## config.mk

```make
export PLATFORM = sky130hd
export DESIGN_NAME = fetch_queue_unit
export DESIGN_NICKNAME = d
export VERILOG_FILES = /design/src/rtl/fetch_queue_unit.sv
export SDC_FILE = /design/constraint.sdc
export NUM_CORES = 1
export LEC_CHECK = 0
export BUFFER_PORTS_ARGS = -buffer_cell sky130_fd_sc_hd__buf_4
export CELL_PAD_IN_SITES_DETAIL_PLACEMENT = 1
export CELL_PAD_IN_SITES_GLOBAL_PLACEMENT = 1
export CORE_ASPECT_RATIO = 0.7
export CORE_MARGIN = 2
export CORE_UTILIZATION = 45
export DETAILED_ROUTE_END_ITERATION = 10
export PLACE_DENSITY = 0.76
export SLEW_MARGIN = 10
export SYNTH_ARGS = -nofsm -noshare
export SYNTH_HDL_FRONTEND = slang
export SYNTH_SLANG_ARGS = --single-unit
```

## constraint.sdc

```tcl
create_clock -name clk -period 6.7 [get_ports clk]
set_input_delay 1.34 -clock clk [delete_from_list [all_inputs] [get_ports clk]]
set_output_delay 1.34 -clock clk [all_outputs]
set_load 0.03 [all_outputs]
```

## src/rtl/fetch_queue_unit.sv

```systemverilog
// fetch_queue_unit: fetch PC sequencer feeding an in-order bundle queue.
// A request goes out only when the queue is sure to have room for its
// response, so the tail never overruns the head.
// Optional feature: define FETCH_EXT_PC_EN to add the exter_pc/exter_pc_en
// load ports; without it the external load is tied off.
module fetch_queue_unit #(
    parameter int unsigned         PC_WIDTH    = 16,
    parameter int unsigned         INST_WIDTH  = 16,
    parameter int unsigned         FETCH_WIDTH = 4,
    parameter int unsigned         QDEPTH      = 4,
    parameter logic [PC_WIDTH-1:0] RESET_PC    = '0
) (
    input  logic                              clk,
    input  logic                              rst_n,
    input  logic                              has_mispredict,
    input  logic [PC_WIDTH-1:0]               pc_recovery,
    input  logic                              redirect_en,
    input  logic [PC_WIDTH-1:0]               redirect_pc,
`ifdef FETCH_EXT_PC_EN
    input  logic                              exter_pc_en,
    input  logic [PC_WIDTH-1:0]               exter_pc,
`endif
    input  logic                              stall_fetch,
    output logic                              imem_req,
    output logic [PC_WIDTH-1:0]               imem_addr,
    input  logic [FETCH_WIDTH*INST_WIDTH-1:0] imem_rdata,
    output logic                              deq_valid,
    output logic [PC_WIDTH-1:0]               deq_pc,
    output logic [FETCH_WIDTH*INST_WIDTH-1:0] deq_inst,
    output logic [FETCH_WIDTH-1:0]            deq_mask,
    output logic [$clog2(QDEPTH):0]           q_count
);
    localparam int unsigned OFF_W = $clog2(FETCH_WIDTH);
    localparam int unsigned PTR_W = $clog2(QDEPTH);
    localparam int unsigned CNT_W = PTR_W + 1;
    localparam int unsigned BUN_W = FETCH_WIDTH * INST_WIDTH;

    logic                   ext_load;
    logic [PC_WIDTH-1:0]    ext_pc;
    logic [PC_WIDTH-1:0]    fpc;
    logic [PC_WIDTH-1:0]    fpc_next;
    logic                   inflight;
    logic [PC_WIDTH-1:0]    req_pc;
    logic [FETCH_WIDTH-1:0] req_mask;
    logic [FETCH_WIDTH-1:0] lane_mask;
    logic [PTR_W-1:0]       head_ptr;
    logic [PTR_W-1:0]       tail_ptr;
    logic [CNT_W-1:0]       occupancy;
    logic                   flush_q;
    logic                   flush_any;
    logic                   push;
    logic                   pop;

    logic [PC_WIDTH-1:0]    pc_mem   [QDEPTH];
    logic [BUN_W-1:0]       inst_mem [QDEPTH];
    logic [FETCH_WIDTH-1:0] mask_mem [QDEPTH];

`ifdef FETCH_EXT_PC_EN
    assign ext_load = exter_pc_en;
    assign ext_pc   = exter_pc;
`else
    assign ext_load = 1'b0;
    assign ext_pc   = '0;
`endif

    // Queue-emptying events versus anything that invalidates the in-flight response.
    assign flush_q   = has_mispredict | ext_load;
    assign flush_any = flush_q | redirect_en;

    // Inflight counts as a reserved slot so a full queue is never pushed.
    assign occupancy = q_count + CNT_W'(inflight);
    assign imem_req  = (occupancy < CNT_W'(QDEPTH)) && !flush_any;
    assign imem_addr = {fpc[PC_WIDTH-1:OFF_W], {OFF_W{1'b0}}};

    assign push      = inflight && !flush_any;
    assign pop       = deq_valid && !stall_fetch && !flush_q;

    assign deq_valid = (q_count != '0);
    assign deq_pc    = pc_mem[head_ptr];
    assign deq_inst  = inst_mem[head_ptr];
    assign deq_mask  = deq_valid ? mask_mem[head_ptr] : '0;

    // Lanes below the fetch offset belong to the previous bundle and are masked off.
    always_comb begin
        lane_mask = '0;
        for (int unsigned i = 0; i < FETCH_WIDTH; i++) begin
            lane_mask[i] = (OFF_W'(i) >= fpc[OFF_W-1:0]);
        end
    end

    // Next fetch PC: recovery, external load, redirect, sequential, hold.
    always_comb begin
        fpc_next = fpc;
        if (has_mispredict) begin
            fpc_next = pc_recovery;
        end else if (ext_load) begin
            fpc_next = ext_pc;
        end else if (redirect_en) begin
            fpc_next = redirect_pc;
        end else if (imem_req) begin
            fpc_next = imem_addr + PC_WIDTH'(FETCH_WIDTH);
        end
    end

    // Control state: fetch PC, outstanding request tag, queue pointers and count.
    always_ff @(posedge clk) begin
        if (!rst_n) begin
            fpc      <= RESET_PC;
            inflight <= 1'b0;
            req_pc   <= '0;
            req_mask <= '0;
            head_ptr <= '0;
            tail_ptr <= '0;
            q_count  <= '0;
        end else begin
            fpc      <= fpc_next;
            inflight <= imem_req;
            if (imem_req) begin
                req_pc   <= fpc;
                req_mask <= lane_mask;
            end
            if (flush_q) begin
                head_ptr <= '0;
                tail_ptr <= '0;
                q_count  <= '0;
            end else begin
                if (push) begin
                    tail_ptr <= tail_ptr + PTR_W'(1);
                end
                if (pop) begin
                    head_ptr <= head_ptr + PTR_W'(1);
                end
                if (push && !pop) begin
                    q_count <= q_count + CNT_W'(1);
                end else if (pop && !push) begin
                    q_count <= q_count - CNT_W'(1);
                end
            end
        end
    end

    // Bundle storage needs no reset; deq_mask is gated by deq_valid instead.
    always_ff @(posedge clk) begin
        if (push) begin
            pc_mem[tail_ptr]   <= req_pc;
            inst_mem[tail_ptr] <= imem_rdata;
            mask_mem[tail_ptr] <= req_mask;
        end
    end

endmodule

```

## Word level (Yosys, flattened, before mapping)

Memory sizes are Yosys's and may differ from the RTL's. A register that Yosys moved wholly into a read port is not among the register bits.
Index checks and enable logic that the tools add are counted.

- Flip-flop bits (word level): 44
- RAM bits: 336
- Input port bits: 101
- Memories kept: 3

- Add/sub/neg operators: 6
- Order comparisons: 5
- Multiplexer cells: 14
- Bitwise logic cells: 2
- Reductions and logical operators: 15

Memories:

| name | depth | width | read ports | clocked after Yosys merged registers in | wr ports | RTL line | source |
|---|---|---|---|---|---|---|---|
| inst_mem | 4 | 64 | 1 | 1 | 1 | 55 | `logic [BUN_W-1:0] inst_mem [QDEPTH];` |
| pc_mem | 4 | 16 | 1 | 1 | 1 | 54 | `logic [PC_WIDTH-1:0] pc_mem [QDEPTH];` |
| mask_mem | 4 | 4 | 1 | 1 | 1 | 56 | `logic [FETCH_WIDTH-1:0] mask_mem [QDEPTH];` |

Operator list:

| cell | number |
|---|---|
| $mux 16 | 3 |
| $add 16x3->16 const B | 1 |
| $mux 2 | 6 |
| $logic_and 1x1->1 | 6 |
| $mux 3 | 2 |
| $reduce_bool 3->1 | 2 |
| $logic_not 1->1 | 5 |
| $add 2x1->2 const B | 2 |
| $ge 1x2->1 const A | 2 |
| $ge 2x2->1 const A | 2 |
| $mux 4 | 1 |
| $add 3x1->3 | 1 |
| $add 3x1->3 const B | 1 |
| $lt 3x3->1 const B | 1 |
| $sub 3x1->3 const B | 1 |
| $mux 1 | 2 |
| $reduce_bool 2->1 | 1 |
| $reduce_or 2->1 | 1 |
| $not 1->1 | 1 |
| $or 1x1->1 | 1 |

## Logic depth before layout (Yosys ltp)

Gate-level depths: netlist of the first run.

- Depth in word-level cells: 7
- Gate-level depth with buffers: 10
- Mapped depth without buffers: 9

## Worst setup path before layout of the first run

Ideal clock, no wire load.

- Path kind: input -> register
- Start point: input redirect_en
- End point: memory inst_mem[0][0] (netlist name), enable pin
- Setup time: 0.452 ns
- Arrival time: 4.037 ns
- Setup slack: 2.210 ns
- Cell stages on the path: 4
- Buffers on the path: 2
- Cell sequence: buf_2 nor2_1 buf_2 and3_1

- Word-level cells in the longest chain between the ends: 5

Ends and longest elaborated chain:

| element | RTL line | source |
|---|---|---|
| start, declared | 17 | `input logic redirect_en,` |
| $or 1x1->1 | 68 | `assign flush_any = flush_q \| redirect_en;` |
| $logic_not 1->1 | 75 | `assign push = inflight && !flush_any;` |
| $logic_and 1x1->1 | 75 |  |
| $mux 1 | 144 | `if (push) begin` |
| $mux 1 (implied by the code) | 146 | `inst_mem[tail_ptr] <= imem_rdata;` |
| end, declared | 55 |  |

No other way between the ends.

## Final worst setup path of the first run

- Start point: input has_mispredict
- End point: output imem_req

- Word-level cells in the longest chain between the ends: 3

Ends and longest elaborated chain:

| element | RTL line | source |
|---|---|---|
| start, declared | 15 | `input logic has_mispredict,` |
| $or 1x1->1 | 68 |  |
| $logic_not 1->1 | 72 | `assign imem_req = (occupancy < CNT_W'(QDEPTH)) && !flush_any;` |
| $logic_and 1x1->1 | 72 |  |
| end, declared | 24 | `output logic imem_req,` |

No other way between the ends.

==> flow_summary.json, run 1 <==
{
  "status": "completed",
  "cts_hold_buf": 0,
  "clkSlewWorstSetupHoldPaths_ps": 60,
  "ant_nets": 0,
  "finalWirelength_um": 31800,
  "crit_arrival_ps": 2860,
  "vdd_drop_max_mv": 0.154,
  "drc": 0,
  "max_cap_violations": 0,
  "syn_avg_cell_area_um2": 19.7,
  "holdPathStages": 0,
  "postCtsSetupRepairBufs": 0,
  "crit_start": "has_mispredict",
  "dp_hpwl_um": 20000,
  "antenna_found_initial": 1,
  "drtIter0Drc": 592,
  "cp_num_buf_inv": 4,
  "drt_pre_antenna_iters": 5,
  "final_cell_mix": "edfxtp_1 (336), buf_4 (212), mux4_2 (84)",
  "cts_resized": 0,
  "crit_slowest_cell": "inv_2",
  "die_w_um": 218,
  "synthSimpleGateAreaFrac_pct": 3.33,
  "num_rows": 54,
  "worst_slew_pin_slew_ps": 1090,
  "vias": 7512,
  "max-slew-margin-rel_pct": 27.4,
  "cp_common_cell": "buf_4",
  "start_kind": "input pin",
  "layout_commonest_cell": "edfxtp_1",
  "die_area_um2": 33500,
  "ioPinCount": 206,
  "total_leakage_power_nw": 5.95,
  "netlist_area_um2": 14400,
  "period_needed_ps": 4200,
  "synth_compound_area_share_pct": 3.28,
  "cp-end-kind": "primary output",
  "wl_per_cell_um": 22.9,
  "crit_family": "buffers and inverters",
  "dp_cells": 1317,
  "start_util_pct": 46.0,
  "hp-start": "req_pc[6]",
  "crit_path_max_fanout": 23,
  "r2r_start": "tail_ptr[0]",
  "seq_area_frac_synth_pct": 76.3,
  "final_area_um2": 17500,
  "clock-skew-final_ps": 13.8,
  "hold_path.class": "reg2reg",
  "clk_path_buf_depth": 3,
  "period_share_pct": 62.7,
  "nets": 1045,
  "first_global_vias": 8006,
  "grt_max_degree": 66,
  "ys_ff_latch": 382,
  "fp.coreArea_um2": 31400,
  "ys_types": 47,
  "grt_first_pass_wirelength_um": 48500,
  "grt_usage_pct": 19.2,
  "power.density_nw_per_um2": 277,
  "fin_util_pct": 55.8,
  "slew_violations": 0,
  "worstSetupPathType": "in2out",
  "muxShareOfSynthArea_pct": 13.3,
  "clk_latency_ps": 520,
  "synth_xor_area_share_pct": 0.772,
  "vias_per_cell": 5.42,
  "max_stage_delay_ps": 420,
  "rr_worst_depth": 4,
  "cts_buffers": 38,
  "p_total_mw": 4.85,
  "finalWeightedCongestion": 0.785,
  "cts_root_buf": "clkbuf_16",
  "synth_edf_count": 336,
  "cts.htree.levels": 2,
  "synth_fa_ha_area_share_pct": 0.659,
  "finalSetupViolCount": 0,
  "clock-sinks": 382,
  "syn2layout_area_growth_pct": 21.3,
  "die_h_um": 154,
  "synth_top_family_by_area": "multiplexers",
  "dpl_cell_area_um2": 16300,
  "fmax_mhz": 238,
  "setup_tns_ps": 0,
  "final_layout_size_suffix_gt1_share_pct": 37.4,
  "syn_inst": 732,
  "cp.depth": 6,
  "io_buffers": 203,
  "grt_setup_unrepaired": "false",
  "synth_ff_type": "edfxtp_1",
  "async_reset_ff_share_pct": 0,
  "worstPathCellList": "buf_4, nor2_1, buf_4, nand2_2, inv_2, buf_4",
  "hold_viol_final": 0,
  "required_ps": 5360,
  "yosysWarnings": 0,
  "stdcell_count": 1387,
  "tritoncts": "built",
  "globalRouteOverflowTotal": 0
}
[stage by stage]
stage / hold slack [ps] / worst slack, ps
2_1_floorplan: 454 / 2210
3_3_place_gp: 488 / 2570
4_1_cts: 499 / 2440
6_report: 496 / 2500
3_5_place_dp: 496 / 2530
5_1_grt: 508 / 2330
[cells by family after synthesis]
| group | Yosys count |
|---|---|
| other cells | 1 |
| xor+xnor | 11 |
| mux | 87 |
| flops | 382 |
| compound gates | 77 |
| fa+ha+maj | 7 |
| buf+inv | 62 |
| simple gates | 105 |
[layer usage]
metal  GRT usage [%]  wire length, um  vias up
li1                -                -     3341
met1            28.2            14800     3912
met4            5.02              641        0
met5               0                0        -
met3            3.80             1760       46
met2            29.7            14700      213
[Yosys cell counts, types with 2 or more instances]
cell type	n	share of area, %
nand3_1	6	0.21
clkbuf_1	13	0.34
mux2i_1	3	0.21
o21a_1	2	0.10
nor4_1	2	0.087
o31ai_1	2	0.10
xnor2_1	4	0.24
inv_1	12	0.31
a221o_1	2	0.14
a22o_1	2	0.12
o221ai_1	2	0.12
o21ai_0	14	0.49
edfxtp_1	336	70
a22oi_1	4	0.21
nand2_1	52	1.4
or3_1	2	0.087
a21oi_1	38	1.3
nor2b_1	5	0.22
dfxtp_1	46	6.4
and3_1	6	0.26
ha_1	6	0.52
and2_1	3	0.13
a211oi_1	3	0.16
mux4_2	84	13
xor2_1	5	0.30
nand4_1	4	0.17
buf_4	17	0.88
nor3_1	4	0.14
nor2_1	16	0.42
a222oi_1	3	0.21
buf_2	17	0.59
and4_1	2	0.12
[worst paths after layout]
check | endpoint | slack, ps
setup / recovery | imem_req | 2500
hold / removal | pc_mem[1][6] | 500
setup reg to reg | inst_mem[0][37] | 4390
hold reg to reg | pc_mem[1][6] | 500
[power breakdown]
group	switching, mW	internal (mW)	total (mW)
sequential	0.0227	2.60	2.62
clock	0.861	1.18	2.05
combinational	0.101	0.0798	0.180
total	0.984	3.86	4.85
[cell type report]
type / instances / area (um^2)
inverter: 14 / 52.6
clock buffer: 54 / 1060
clock inverter: 15 / 128
multi-input combinational: 289 / 3110
timing repair buffer: 212 / 1590
antenna: 1 / 2.50
tap: 420 / 526
sequential: 382 / 11000
fill: 2840 / 13900
[sequential cells by signal (all words and copies together), names as in the netlist, named ones only]
register / cells
inst_mem: 256
pc_mem: 64
fpc: 16
mask_mem: 16
req_pc: 16
req_mask: 4
q_count: 3
head_ptr: 2
tail_ptr: 2
inflight: 1
[worst register-to-register path, cell delays in order, from the launching register on]
cell and delay [ps]:
dfxtp_1 330, inv_1 110, ha_1 160, and3_4 840, buf_4 540
Power figures use the tool's default switching activity.
==> inputs of run 2 (changes only) <==
Settings changed: CORE_UTILIZATION 45 to 44, PLACE_DENSITY 0.76 to 0.77.
Clock period 6.7 ns to 3.6 ns, I/O delays scaled along.
==> run 2 against run 1 <==
Effect of this change:
- sequential share of layout area shrank 0.50 points
- final area grew 0.79%
- hold slack lost 100 ps
- clock power grew 79%
- critical endpoint is now deq_inst[23]
==> flow_summary.json, run 2 (synthesis results as in run 1) <==
{
  "cts_hold_buf": 0,
  "ant_nets": 0,
  "crit_slowest_cell": "dfxtp_4",
  "final_layout_size_suffix_gt1_share_pct": 37.6,
  "max_stage_delay_ps": 740,
  "globalRouteOverflowTotal": 0,
  "antenna_found_initial": 3,
  "clock-skew-final_ps": 14.2,
  "worstPathCellList": "buf_4, mux4_2, buf_4",
  "clk_latency_ps": 520,
  "top_regs": "inst_mem: 256 flops, pc_mem: 64 flops",
  "final_area_um2": 17600,
  "hold_viol_final": 0,
  "postCtsSetupRepairBufs": 0,
  "grt_usage_pct": 19.3,
  "setup_ws_ps": 464,
  "start_kind": "register",
  "clock-sinks": 382,
  "grt_setup_unrepaired": "false",
  "dpl_cell_area_um2": 16500,
  "drtIter0Drc": 557,
  "cts.htree.levels": 2,
  "syn2layout_area_growth_pct": 22.2,
  "required_ps": 2880,
  "grtUsageMet2_pct": 30.8,
  "fin_util_pct": 54.6,
  "finalWirelength_um": 32300,
  "cts_buffers": 37,
  "crit_path_max_fanout": 27,
  "finalSetupViolCount": 0,
  "largest_register": "inst_mem",
  "slew_violations": 0,
  "met3_usage_pct": 3.85,
  "first_global_vias": 8189,
  "start_util_pct": 44.7,
  "crit_arrival_ps": 2420,
  "crit_family": "flip-flops",
  "cts_root_buf": "clkbuf_16",
  "drt_pre_antenna_iters": 5,
  "cts_resized": 0,
  "die_area_um2": 34300,
  "grtUsageMet1_pct": 27.4,
  "nets": 1056,
  "grt_max_degree": 35,
  "io_buffers": 203,
  "stdcell_count": 1404,
  "vias": 7551,
  "worst_slew_pin_slew_ps": 883,
  "drc": 0,
  "status": "completed",
  "die_h_um": 155,
  "final_cell_mix": "edfxtp_1 (336), buf_4 (217), mux4_2 (84)",
  "max_cap_violations": 0,
  "num_rows": 55,
  "clk_path_buf_depth": 3,
  "vias_per_cell": 5.38,
  "power.density_nw_per_um2": 504,
  "ioPinCount": 206,
  "whs_ps": 393,
  "dp_cells": 1336,
  "period_needed_ps": 3140,
  "tritoncts": "built",
  "cp_common_cell": "buf_4",
  "max-slew-margin-rel_pct": 41.0,
  "vdd_drop_max_mv": 0.379,
  "layout_commonest_cell": "edfxtp_1",
  "pre_cts_ws_ps": 823,
  "total_leakage_power_nw": 5.99,
  "top_usage_layer": "met2",
  "largest_reg_flops": 256,
  "cp_num_buf_inv": 2,
  "dp_hpwl_um": 21000,
  "cp-end-kind": "primary output",
  "die_w_um": 220,
  "fp.coreArea_um2": 32300,
  "wl_per_cell_um": 23.0,
  "setup_tns_ps": 0,
  "fmax_mhz": 319,
  "hold_path.class": "in2reg",
  "period_share_pct": 87.1,
  "p_total_mw": 8.89,
  "worstSetupPathType": "reg2out",
  "finalWeightedCongestion": 0.784,
  "clkSlewWorstSetupHoldPaths_ps": 60,
  "grt_first_pass_wirelength_um": 49000
}
-- run 2: changes by cell type in the layout (fill, tap and decap cells not counted) --
| cell | before | now |
|---|---|---|
| clkinvlp_4 | 0 | 2 |
| buf_12 | 0 | 7 |
| buf_4 | 212 | 217 |
| clkbuf_8 | 3 | 2 |
| clkinv_4 | 1 | 0 |
| clkinv_1 | 5 | 10 |
| clkinv_2 | 7 | 2 |
| bufinv_16 | 2 | 1 |
| clkbuf_1 | 12 | 11 |
-- run 2: final cells by class --
class / count / area [um^2]
fillers: 2922 / 14600
flip-flops and latches: 382 / 11000
multi-input cells: 289 / 3110
repair buffers: 224 / 1770
clock buffers: 52 / 1040
well taps: 427 / 534
clock inverters: 15 / 97.6
inverters: 14 / 52.6
diodes: 1 / 2.50
-- run 2: power by group --
part	internal [mW]	total [mW]	switching (mW)
combinational	0.151	0.342	0.191
clock	2.10	3.67	1.57
sequential	4.84	4.88	0.0412
-- run 2: worst paths after layout --
kind                        from         endpoint  slack, ps  depth (start not counted)
setup reg to reg      q_count[2]       q_count[2]       1320                          9
hold / removal    imem_rdata[29]  inst_mem[3][29]        390                          1
hold reg to reg          fpc[15]       req_pc[15]        500                          2
setup / recovery        register     deq_inst[23]        460                          3
-- run 2: routing by layer --
metal | routed length (um) | part of all wire [%]
met1 | 14100 | 44
met2 | 15800 | 49
met4 | 607 | 1.9
met3 | 1850 | 5.7
met5 | 0 | 0
